$ cat config.mk
export PLATFORM = sky130hd
export DESIGN_NAME = key_input
export DESIGN_NICKNAME = d
export VERILOG_FILES = /design/src/rtl/key_input.sv
export SDC_FILE = /design/constraint.sdc
export NUM_CORES = 1
export LEC_CHECK = 0
export BUFFER_PORTS_ARGS = -buffer_cell sky130_fd_sc_hd__buf_2
export CAP_MARGIN = 40
export CORE_MARGIN = 2
export CORE_UTILIZATION = 40
export DETAILED_ROUTE_END_ITERATION = 7
export HOLD_SLACK_MARGIN = 0.1
export PLACE_DENSITY_LB_ADDON = 0.12
export SYNTH_ARGS = -nofsm -noshare
export SYNTH_HDL_FRONTEND = slang
export SYNTH_SLANG_ARGS = --single-unit
$ cat constraint.sdc
create_clock -name clk50m -period 3.75 [get_ports clk50m]
set_clock_uncertainty 0.05 [all_clocks]
set_input_delay 0.375 -clock clk50m [delete_from_list [all_inputs] [get_ports clk50m]]
set_output_delay 0.375 -clock clk50m [all_outputs]
set_load 0.03 [all_outputs]
$ cat src/rtl/key_input.sv
// Key conditioning for the hack uc: synchronise, debounce, count presses, sticky flags at 0x7400..0x7402.
// Optional sticky release flags in reg0x7402[8+i] are built only when KEY_RELEASE_FLAGS_EN is defined.
module key_input #(
  parameter int NK         = 4,
  parameter int AW         = 15,
  parameter int DW         = 16,
  parameter int DEB_CYCLES = 1_000_000
) (
  input  logic          clk50m,
  input  logic          rst_n,
  input  logic [NK-1:0] keys_n,
  input  logic          we,
  input  logic [AW-1:0] addr,
  input  logic [DW-1:0] data_in,
  output logic [DW-1:0] reg0x7400,
  output logic [DW-1:0] reg0x7401,
  output logic [DW-1:0] reg0x7402
);

  localparam int            CW       = $clog2(DEB_CYCLES);
  localparam logic [CW-1:0] CNT_MAX  = CW'(DEB_CYCLES - 1);
  localparam logic [AW-1:0] CNT_ADDR = AW'(15'h7401);
  localparam logic [AW-1:0] FLG_ADDR = AW'(15'h7402);

  logic [NK-1:0] meta_reg, sync_reg;
  logic [NK-1:0] deb;
  logic [NK-1:0] rise;
  logic [DW-1:0] ev_reg, ev_next;
  logic [NK-1:0] flag_reg, flag_next, flag_clr;
  logic          cnt_wr, flag_wr, any_press;
  logic          data_unused;

`ifdef KEY_RELEASE_FLAGS_EN
  logic [NK-1:0] fall;
  logic [NK-1:0] rel_reg, rel_next, rel_clr;
`endif

  always_ff @(posedge clk50m or negedge rst_n) begin
    if (!rst_n) begin
      meta_reg <= '0;
      sync_reg <= '0;
    end else begin
      meta_reg <= ~keys_n;
      sync_reg <= meta_reg;
    end
  end

  genvar gi;
  generate
    for (gi = 0; gi < NK; gi++) begin : g_deb
      logic [CW-1:0] cnt_reg, cnt_next;
      logic          deb_reg, deb_next;

      // The level only moves after the synchronised input has disagreed for DEB_CYCLES edges in a row.
      always_comb begin
        cnt_next = cnt_reg;
        deb_next = deb_reg;
        if (sync_reg[gi] == deb_reg) begin
          cnt_next = '0;
        end else if (cnt_reg == CNT_MAX) begin
          deb_next = sync_reg[gi];
          cnt_next = '0;
        end else begin
          cnt_next = cnt_reg + 1'b1;
        end
      end

      always_ff @(posedge clk50m or negedge rst_n) begin
        if (!rst_n) begin
          cnt_reg <= '0;
          deb_reg <= 1'b0;
        end else begin
          cnt_reg <= cnt_next;
          deb_reg <= deb_next;
        end
      end

      assign deb[gi]  = deb_reg;
      assign rise[gi] = deb_next & ~deb_reg;
`ifdef KEY_RELEASE_FLAGS_EN
      assign fall[gi] = deb_reg & ~deb_next;
`endif
    end
  endgenerate

  assign cnt_wr    = we && (addr == CNT_ADDR);
  assign flag_wr   = we && (addr == FLG_ADDR);
  assign any_press = |rise;
  assign flag_clr  = flag_wr ? data_in[NK-1:0] : '0;
  assign data_unused = ^data_in;

  // A clear coinciding with a press leaves that press counted.
  always_comb begin
    ev_next = ev_reg;
    if (cnt_wr) begin
      ev_next = any_press ? DW'(1) : '0;
    end else if (any_press) begin
      ev_next = ev_reg + DW'(1);
    end
  end

  assign flag_next = (flag_reg & ~flag_clr) | rise;

  always_ff @(posedge clk50m or negedge rst_n) begin
    if (!rst_n) begin
      ev_reg   <= '0;
      flag_reg <= '0;
    end else begin
      ev_reg   <= ev_next;
      flag_reg <= flag_next;
    end
  end

  assign reg0x7400 = DW'(deb);
  assign reg0x7401 = ev_reg;

`ifdef KEY_RELEASE_FLAGS_EN
  assign rel_clr  = flag_wr ? data_in[8 +: NK] : '0;
  assign rel_next = (rel_reg & ~rel_clr) | fall;

  always_ff @(posedge clk50m or negedge rst_n) begin
    if (!rst_n) begin
      rel_reg <= '0;
    end else begin
      rel_reg <= rel_next;
    end
  end

  always_comb begin
    reg0x7402           = '0;
    reg0x7402[NK-1:0]   = flag_reg;
    reg0x7402[8 +: NK]  = rel_reg;
  end
`else
  assign reg0x7402 = DW'(flag_reg);
`endif

endmodule

**Word-level counts from Yosys, hierarchy flattened**

Cells that the tools add are included.
W data, S select, Z words.

- Reduce and logical (&&, ||, !) cells: 4
- $add $sub $neg: 5
- Bitwise gates (word level): 12
- Mux-type cells: 20
- Equality and inequality tests: 10

Operators by type and width:

| cell | number |
|---|---|
| $mux W20 | 8 |
| $add A20 B1 Y20 const B | 4 |
| $eq A20 B20 Y1 const B | 4 |
| $mux W16 | 2 |
| $eq A15 B15 Y1 const B | 2 |
| $add A16 B1 Y16 const B | 1 |
| $mux W1 | 9 |
| $not A4 Y4 | 2 |
| $and A1 B1 Y1 | 4 |
| $and A4 B4 Y4 | 1 |
| $eq A1 B1 Y1 | 4 |
| $mux W4 | 1 |
| $not A1 Y1 | 4 |
| $or A4 B4 Y4 | 1 |
| $reduce_or A4 Y1 | 1 |
| $logic_and A1 B1 Y1 | 2 |
| $reduce_bool A2 Y1 | 1 |

- Register bits: 112
- Input port bits: 38
- Output and inout bits: 48

**Longest topological paths before layout**

Gate-level depths: netlist of the first run.

- Word-level depth: 7
- Gate-level depth with buffers: 8
- Depth with buffers taken out: 6

**Least setup slack after synthesis of the first run**

Ideal clock, no wire load.

- Path kind: register -> register
- From: register g_deb[1].cnt_reg[6]
- To: register ev_reg[12] (netlist: reg0x7401[12])
- Required time: 3.621 ns
- Setup slack: 1.664 ns
- Clock period less this slack: 2.086 ns
- Stages on the path, launching flop included: 6
- Arrival time: 1.956 ns
- Buffers on the path: 0
- Cells stage by stage: dfrtp_1 -> or4b_4 -> nor4_4 -> nand4b_4 -> a311oi_1 -> mux2i_1

- Longest elaborated chain between the ends: 6

RTL lines:

| what | RTL line | RTL |
|---|---|---|
| from (decl) | 51 | `logic [CW-1:0] cnt_reg, cnt_next;` |
| from (signal assigned) | 73 | `cnt_reg <= cnt_next;` |
| $eq A20 B20 Y1 | 60 | `end else if (cnt_reg == CNT_MAX) begin` |
| $mux W1 | 60 |  |
| $mux W1 | 58 | `if (sync_reg[gi] == deb_reg) begin` |
| $and A1 B1 Y1 | 79 | `assign rise[gi] = deb_next & ~deb_reg;` |
| $reduce_or A4 Y1 | 88 | `assign any_press = \|rise;` |
| $reduce_bool A2 Y1 (no source line) | n/a |  |
| to (signal assigned) | 109 | `ev_reg <= ev_next;` |
| to (decl) | 28 | `logic [DW-1:0] ev_reg, ev_next;` |

Every way passes these cells.
A chain may end at the register's enable or synchronous reset.

**Worst setup path in the final report of the first run**

- From: register g_deb[2].cnt_reg[7]
- To: register ev_reg[15] (netlist: reg0x7401[15])

- Longest elaborated chain between the ends: 6

RTL lines:

| what | RTL line |
|---|---|
| from (decl) | 51 |
| from (signal assigned) | 73 |
| $eq A20 B20 Y1 | 60 |
| $mux W1 | 60 |
| $mux W1 | 58 |
| $and A1 B1 Y1 | 79 |
| $reduce_or A4 Y1 | 88 |
| $reduce_bool A2 Y1 (no source line) | n/a |

Every way passes these cells.

==> results of run 1 <==
## cell type report
type | count | area, µm² | share of cell area
Clock buffer | 12 | 266.5 | 0.04108
Clock inverter | 3 | 40.04 | 0.006172
Inverter | 18 | 67.56 | 0.01041
Multi-Input combinational cell | 445 | 2760 | 0.4255
Sequential cell | 112 | 2803 | 0.4320
Tap cell | 184 | 230.2 | 0.03549
Timing Repair Buffer | 57 | 320.3 | 0.04937
## cell families after synthesis
logic type	count (synthesis)
and+or+nand+nor	297
other	1
muxes	18
xor gates and xnor gates	76
AOI/OAI and AO/OA	25
buffers and inverters	59
adders and majority gates	5
DFF	112
## cells in the mapped netlist, types with 2 or more instances
library cell and count:
nor4_1 6, inv_1 18, and3_1 15, a311oi_1 5, buf_4 28, nor4_4 2
or4b_1 3, nor3_1 15, nor2_1 94, mux2_2 4, or4_1 2, a31oi_1 2
dfrtp_1 112, or3_1 3, nand2b_1 16, mux2i_1 14, nand3_1 29, clkbuf_1 6
and2_1 4, or3b_2 2, o21ai_0 7, ha_1 5, buf_6 2, and4_1 7
nor4b_1 4, buf_2 5, nand2_1 58, xor2_1 32, a31oi_2 7, xnor2_1 44
nand4_1 27
## where the power goes
group          switching, W  total [W]  internal, W
sequential        0.0000135    0.00124      0.00122
clock              0.000430   0.000998     0.000567
combinational     0.0000841   0.000113    0.0000285
total              0.000528    0.00235      0.00182
## what timing repair did
| item | 4_1_cts | 5_1_grt |
|---|---|---|
| endpoints found under the setup margin | 0 | 0 |
| hold endpoints to repair | 12 | 0 |
| hold buffers | 5 | 0 |
## per-stage QoR
stage / utilization / instance area, µm²
after global routing: 0.4515 / 6487
after floorplan: - / 5911
after detailed placement: 0.4267 / 6131
final: 0.4515 / 6487
after CTS: 0.4515 / 6487
after global placement: 0.4267 / 6131
## worst max-delay path: stages (launching register included)
cell and delay [ns]:
dfrtp_1 0.43, nor4_1 0.30, nand3_1 0.13, or4_1 0.93, a311oi_1 0.44, mux2i_1 0.21
## cells in the final DEF (no fill, tap or decap), types with 7 or more instances in the layout
cell type	n
nor2_1	94
and4_1	7
clkbuf_16	9
dfrtp_1	112
nor3_1	15
xnor2_1	44
nand2_1	58
nand4_1	27
inv_1	18
nand3_1	29
buf_2	48
xor2_1	32
and3_1	15
nand2b_1	16
conb_1	24
o21ai_0	7
mux2i_1	14
a31oi_2	7
## how the worst min path moves through the flow
stage                       end  cells past startpoint
CTS                 flag_reg[2]                      4
global placement    sync_reg[0]                      0
floorplan           flag_reg[0]                      0
finish              flag_reg[2]                      4
global route        flag_reg[1]                      4
detailed placement  sync_reg[3]                      0
## layer usage
metal	vias up	global-route usage
li1	2072	-
met1	2020	0.2130
met2	94	0.2430
met3	12	0.02534
met4	0	0.07138
met5	-	0
==> results.json, run 1 <==
{
  "status": "finished, final reports clean",
  "crit_type": "register to register",
  "postSynthRegisterBits": 112,
  "synth_top_area_frac": 0.4812,
  "grt_max_degree": 65,
  "vias_per_cell": 5.052,
  "grt_first_pass_wirelength_um": 19880,
  "drc": 0,
  "crit_path_max_fanout": 18,
  "die_h_um": 124.7,
  "drtIter0Drc": 202,
  "total_power_w": 0.002346,
  "startpoint_type": "register",
  "min_from": "data_in[2]",
  "synthDistinctLibCells": 46,
  "worstReg2RegStart": "g_deb[2].cnt_reg[7]",
  "clockBufferDepth": 2,
  "clkLatencyLatePin_ns": 0.36,
  "highest_layer": "met4",
  "fp-row-count": 44,
  "antenna_found_initial": 0,
  "drt_wl_total_um": 11330,
  "instances_no_fill": 831,
  "synth_xor_area_frac": 0.1143,
  "fin_nets": 686,
  "area_growth_pct": 11.39,
  "clk_pin_slew_ns": 0.07,
  "start_util": 0.4053,
  "synth_top_family_by_area": "simple AND/OR/NAND/NOR gates",
  "synth_area_um2": 5824,
  "grtUsageTotal": 0.1556,
  "peakVddDrop_mv": 0.2269,
  "crit_end": "reg0x7401[15]",
  "cts.sink_count": 112,
  "post_cts_buffers": 0,
  "yosys_warnings": 0,
  "worst_hold_slack_ns": 0.2728,
  "finalCriticalPeriod_ns": 2.579,
  "netlist_instances": 593,
  "h-tree-depth": 3,
  "rsz0062_at_grt": "no",
  "worst_pin_slew_ns": 0.8737,
  "dpl.hpwl_um": 7851,
  "setup_viol": 0,
  "synth_edf_count": 0,
  "overflow": 0,
  "antenna_cells": 0,
  "r2r_slack_ns": 1.17,
  "setup.worst_path.end_class": "register",
  "layout-drive-gt1-share": 0.1345,
  "synth_compound_area_frac": 0.03566,
  "yosys.area.top_type": "dfrtp_1",
  "wl_met2_um": 5071,
  "setup_tns_ns": 0,
  "pre_cts_ws_ns": 1.182,
  "r2r-end": "reg0x7401[15]",
  "ant_nets": 0,
  "chipWidth_um": 124.7,
  "largest_register_ffs": 80,
  "io_pins": 86,
  "cts_tree": "yes",
  "synthArstFlopShare": 1.000,
  "synthAdderAreaFrac": 0.01074,
  "io_buffers": 49,
  "drv_cap": 0,
  "period_share": 0.6877,
  "hold_violations": 0,
  "required_ns": 3.98,
  "crit_arrival_ns": 2.81,
  "syn_avg_cell_area_um2": 9.822,
  "setup_ws_ns": 1.171,
  "p_per_area_nw_per_um2": 361.6,
  "synth-simple-area-share": 0.2660,
  "fillers": 1407,
  "leakagePower_nw": 2.855,
  "dp_cells": 811,
  "wire_per_inst_um": 13.64,
  "worstRegToRegCells": 5,
  "cts_root_buf": "clkbuf_16",
  "setup.worst_path.start": "g_deb[2].cnt_reg[7]",
  "ys_top_cells_by_area": "dfrtp_1 48%, xnor2_1 6.6%, nor2_1 6.1%, xor2_1 4.8%, nand2_1 3.7%",
  "design.die.area_um2": 15540,
  "synth-main-ff-cell": "dfrtp_1",
  "vias": 4198,
  "post_cts_resized": 0,
  "synth_mux_area_frac": 0.03179,
  "drv_slew": 0,
  "fmax_ghz": 0.3878,
  "cts_made_buffers": 9,
  "slew_headroom": 0.4093,
  "first_global_vias": 4238,
  "coreArea_um2": 14370,
  "route.met3.wl_um": 457,
  "gp_congestion": 0.7817,
  "firstDrtPassIters": 5,
  "hp-class": "input port to register",
  "synth-seq-area-share": 0.4812,
  "met1Wirelength_um": 5568
}
Power figures use the tool's default switching activity.
==> run 2: changes to the inputs <==
--- a/config.mk
+++ b/config.mk
@@ -5,6 +5,7 @@
 export SDC_FILE = /design/constraint.sdc
 export NUM_CORES = 1
 export LEC_CHECK = 0
+export ABC_AREA = 1
 export BUFFER_PORTS_ARGS = -buffer_cell sky130_fd_sc_hd__buf_2
 export CAP_MARGIN = 40
 export CORE_MARGIN = 2
==> constraint.sdc (replaced) <==
create_clock -name clk50m -period 2.1 [get_ports clk50m]
set_clock_uncertainty 0.05 [all_clocks]
set_input_delay 0.21 -clock clk50m [delete_from_list [all_inputs] [get_ports clk50m]]
set_output_delay 0.21 -clock clk50m [all_outputs]
set_load 0.03 [all_outputs]
==> run 2 against run 1 <==
  * First-iteration DRC count rose by 100%
  * Flip-flop and latch count stayed put
  * Die area is 7.2% higher
  * Count of clock-buffer cells in the layout shrank 3
  * Sequential share of layout area down 3.4 points
  * Combinational power grew 120%
  * Clock power up 74%
  * Critical endpoint is now g_deb[0].cnt_reg[3]
==> results.json, run 2 <==
{
  "status": "finished, final reports clean",
  "start_util": 0.4102,
  "cts_made_buffers": 9,
  "setup_viol": 0,
  "synth_area_um2": 6259,
  "cts_root_buf": "clkbuf_16",
  "wire_per_inst_um": 12.30,
  "yosys_warnings": 0,
  "vias_per_cell": 4.787,
  "cts_tree": "yes",
  "synthDistinctLibCells": 41,
  "synth_top_area_frac": 0.4478,
  "hp-class": "input port to register",
  "fp-row-count": 45,
  "final_cell_mix": "141 x nand2_1, 133 x nor2_1, 112 x dfrtp_1",
  "setup_tns_ns": 0,
  "instances_no_fill": 1087,
  "cts.sink_count": 112,
  "clkLatencyLatePin_ns": 0.36,
  "finalCriticalPeriod_ns": 1.911,
  "drt_wl_total_um": 13370,
  "setup.worst_path.start": "g_deb[0].cnt_reg[0]",
  "largest_register_ffs": 80,
  "period_share": 0.9098,
  "area_growth_pct": 12.63,
  "drc": 0,
  "synth_common_cells": "141 x nand2_1, 133 x nor2_1, 112 x dfrtp_1",
  "min_from": "data_in[2]",
  "fmax_ghz": 0.5234,
  "worstRegToRegCells": 8,
  "synthArstFlopShare": 1.000,
  "post_cts_buffers": 0,
  "clockBufferDepth": 2,
  "leakagePower_nw": 3.302,
  "overflow": 0,
  "gp_congestion": 0.8575,
  "layout-drive-gt1-share": 0.1290,
  "antenna_found_initial": 0,
  "io_pins": 86,
  "drv_cap": 0,
  "yosysMostFrequentCell": "nand2_1",
  "slew_headroom": 0.6505,
  "grtUsageTotal": 0.1715,
  "ys_top_cells_by_area": "dfrtp_1 45%, nand2_1 8.5%, nor2_1 8.0%, inv_1 6.2%, nand3_1 5.8%",
  "fin_nets": 914,
  "synth_edf_count": 0,
  "final_common_cell": "nand2_1",
  "crit_arrival_ns": 2.12,
  "firstDrtPassIters": 5,
  "coreArea_um2": 15260,
  "required_ns": 2.31,
  "setup.worst_path.end_class": "register",
  "syn_avg_cell_area_um2": 7.736,
  "worstReg2RegStart": "g_deb[0].cnt_reg[0]",
  "ant_nets": 0,
  "vias": 5204,
  "worst_hold_slack_ns": 0.1232,
  "netlist_instances": 809,
  "fillers": 1511,
  "synth-main-ff-cell": "dfrtp_1",
  "antenna_cells": 0,
  "dp_cells": 1064,
  "die_h_um": 129.1,
  "p_per_area_nw_per_um2": 593.5,
  "hold_violations": 0,
  "hold-path-cell-count": 4,
  "drtIter0Drc": 404,
  "grt_max_degree": 42,
  "crit_type": "register to register",
  "peakVddDrop_mv": 0.3593,
  "rsz0062_at_grt": "no",
  "fin_util": 0.4620,
  "clk_pin_slew_ns": 0.07,
  "yosys.area.top_type": "dfrtp_1",
  "synth-seq-area-share": 0.4478,
  "postSynthRegisterBits": 112,
  "worst_pin_slew_ns": 0.5242,
  "drv_slew": 0,
  "grt_first_pass_wirelength_um": 23050,
  "chipWidth_um": 129.1,
  "startpoint_type": "register",
  "first_global_vias": 5054,
  "io_buffers": 49,
  "crit_path_max_fanout": 7,
  "h-tree-depth": 3,
  "design.die.area_um2": 16660,
  "dpl.hpwl_um": 9894
}
-- run 2: final cells by class --
type                       count  area [µm²]  area share
timing repair buffer          64       402.9     0.05715
multi-input combinational    576        2878      0.4082
inverter                     108       405.4     0.05751
sequential                   112        2803      0.3976
tap                          211       264.0     0.03745
clock buffer                   9       225.2     0.03195
clock inverter                 7       71.32     0.01012
-- run 2: worst paths after layout --
kind | to | slack, ns
worst min register to register | sync_reg[2] | 0.30
worst max register to register | g_deb[0].cnt_reg[3] | 0.19
worst min-delay path | flag_reg[2] | 0.12
worst max-delay path | g_deb[0].cnt_reg[3] | 0.19
min in group asynchronous | g_deb[1].cnt_reg[11] | 0.33
max in group asynchronous | reg0x7401[11] | 1.05
-- run 2: layer usage --
layer / wire length, µm / track usage / part of all wire
met1: 6586 / 0.2287 / 0.49
met2: 6137 / 0.2842 / 0.46
met4: 146 / 0.05243 / 0.011
met3: 501 / 0.03386 / 0.037
met5: 0 / 0 / 0
-- run 2: cells by family after synthesis --
logic type                 share of synthesized area
buffers and inverters                         0.1062
AOI/OAI and AO/OA                            0.06578
and+or+nand+nor                               0.3221
DFF                                           0.4478
other                                      0.0005992
adders and majority gates                   0.009996
xor gates and xnor gates                     0.04758
-- run 2: power by group --
group	switching, W	leakage (nW)	internal [W]
combinational	0.000173	1.64	0.0000723
sequential	0.0000211	1.51	0.00218
clock	0.000808	0.150	0.000929
total	0.00100	3.30	0.00318
-- run 2: worst max-delay path, cell delays in order (launching register included) --
cell     delay (ns)
dfrtp_1        0.42
ha_1           0.25
nand3_2        0.13
inv_1          0.05
nand3_1        0.07
nor2_1         0.06
nor2_1         0.30
inv_1          0.24
nor3b_1        0.24
-- run 2: through the flow --
stage / cell area (µm²) / setup slack [ns] / power [W]
after floorplan: 6345 / 0.4106 / 0.002410
after global placement: 6683 / 0.2774 / 0.002479
after detailed placement: 6683 / 0.2417 / 0.002485
after CTS: 7049 / 0.2068 / 0.004256
after global routing: 7049 / 0.009262 / 0.004374
final: 7049 / 0.1894 / 0.004184
-- run 2: what timing repair did --
| action | 4_1_cts | 5_1_grt |
|---|---|---|
| resized for setup | 0 | 0 |
| hold endpoints to repair | 42 | 0 |
| hold buffers | 7 | 0 |
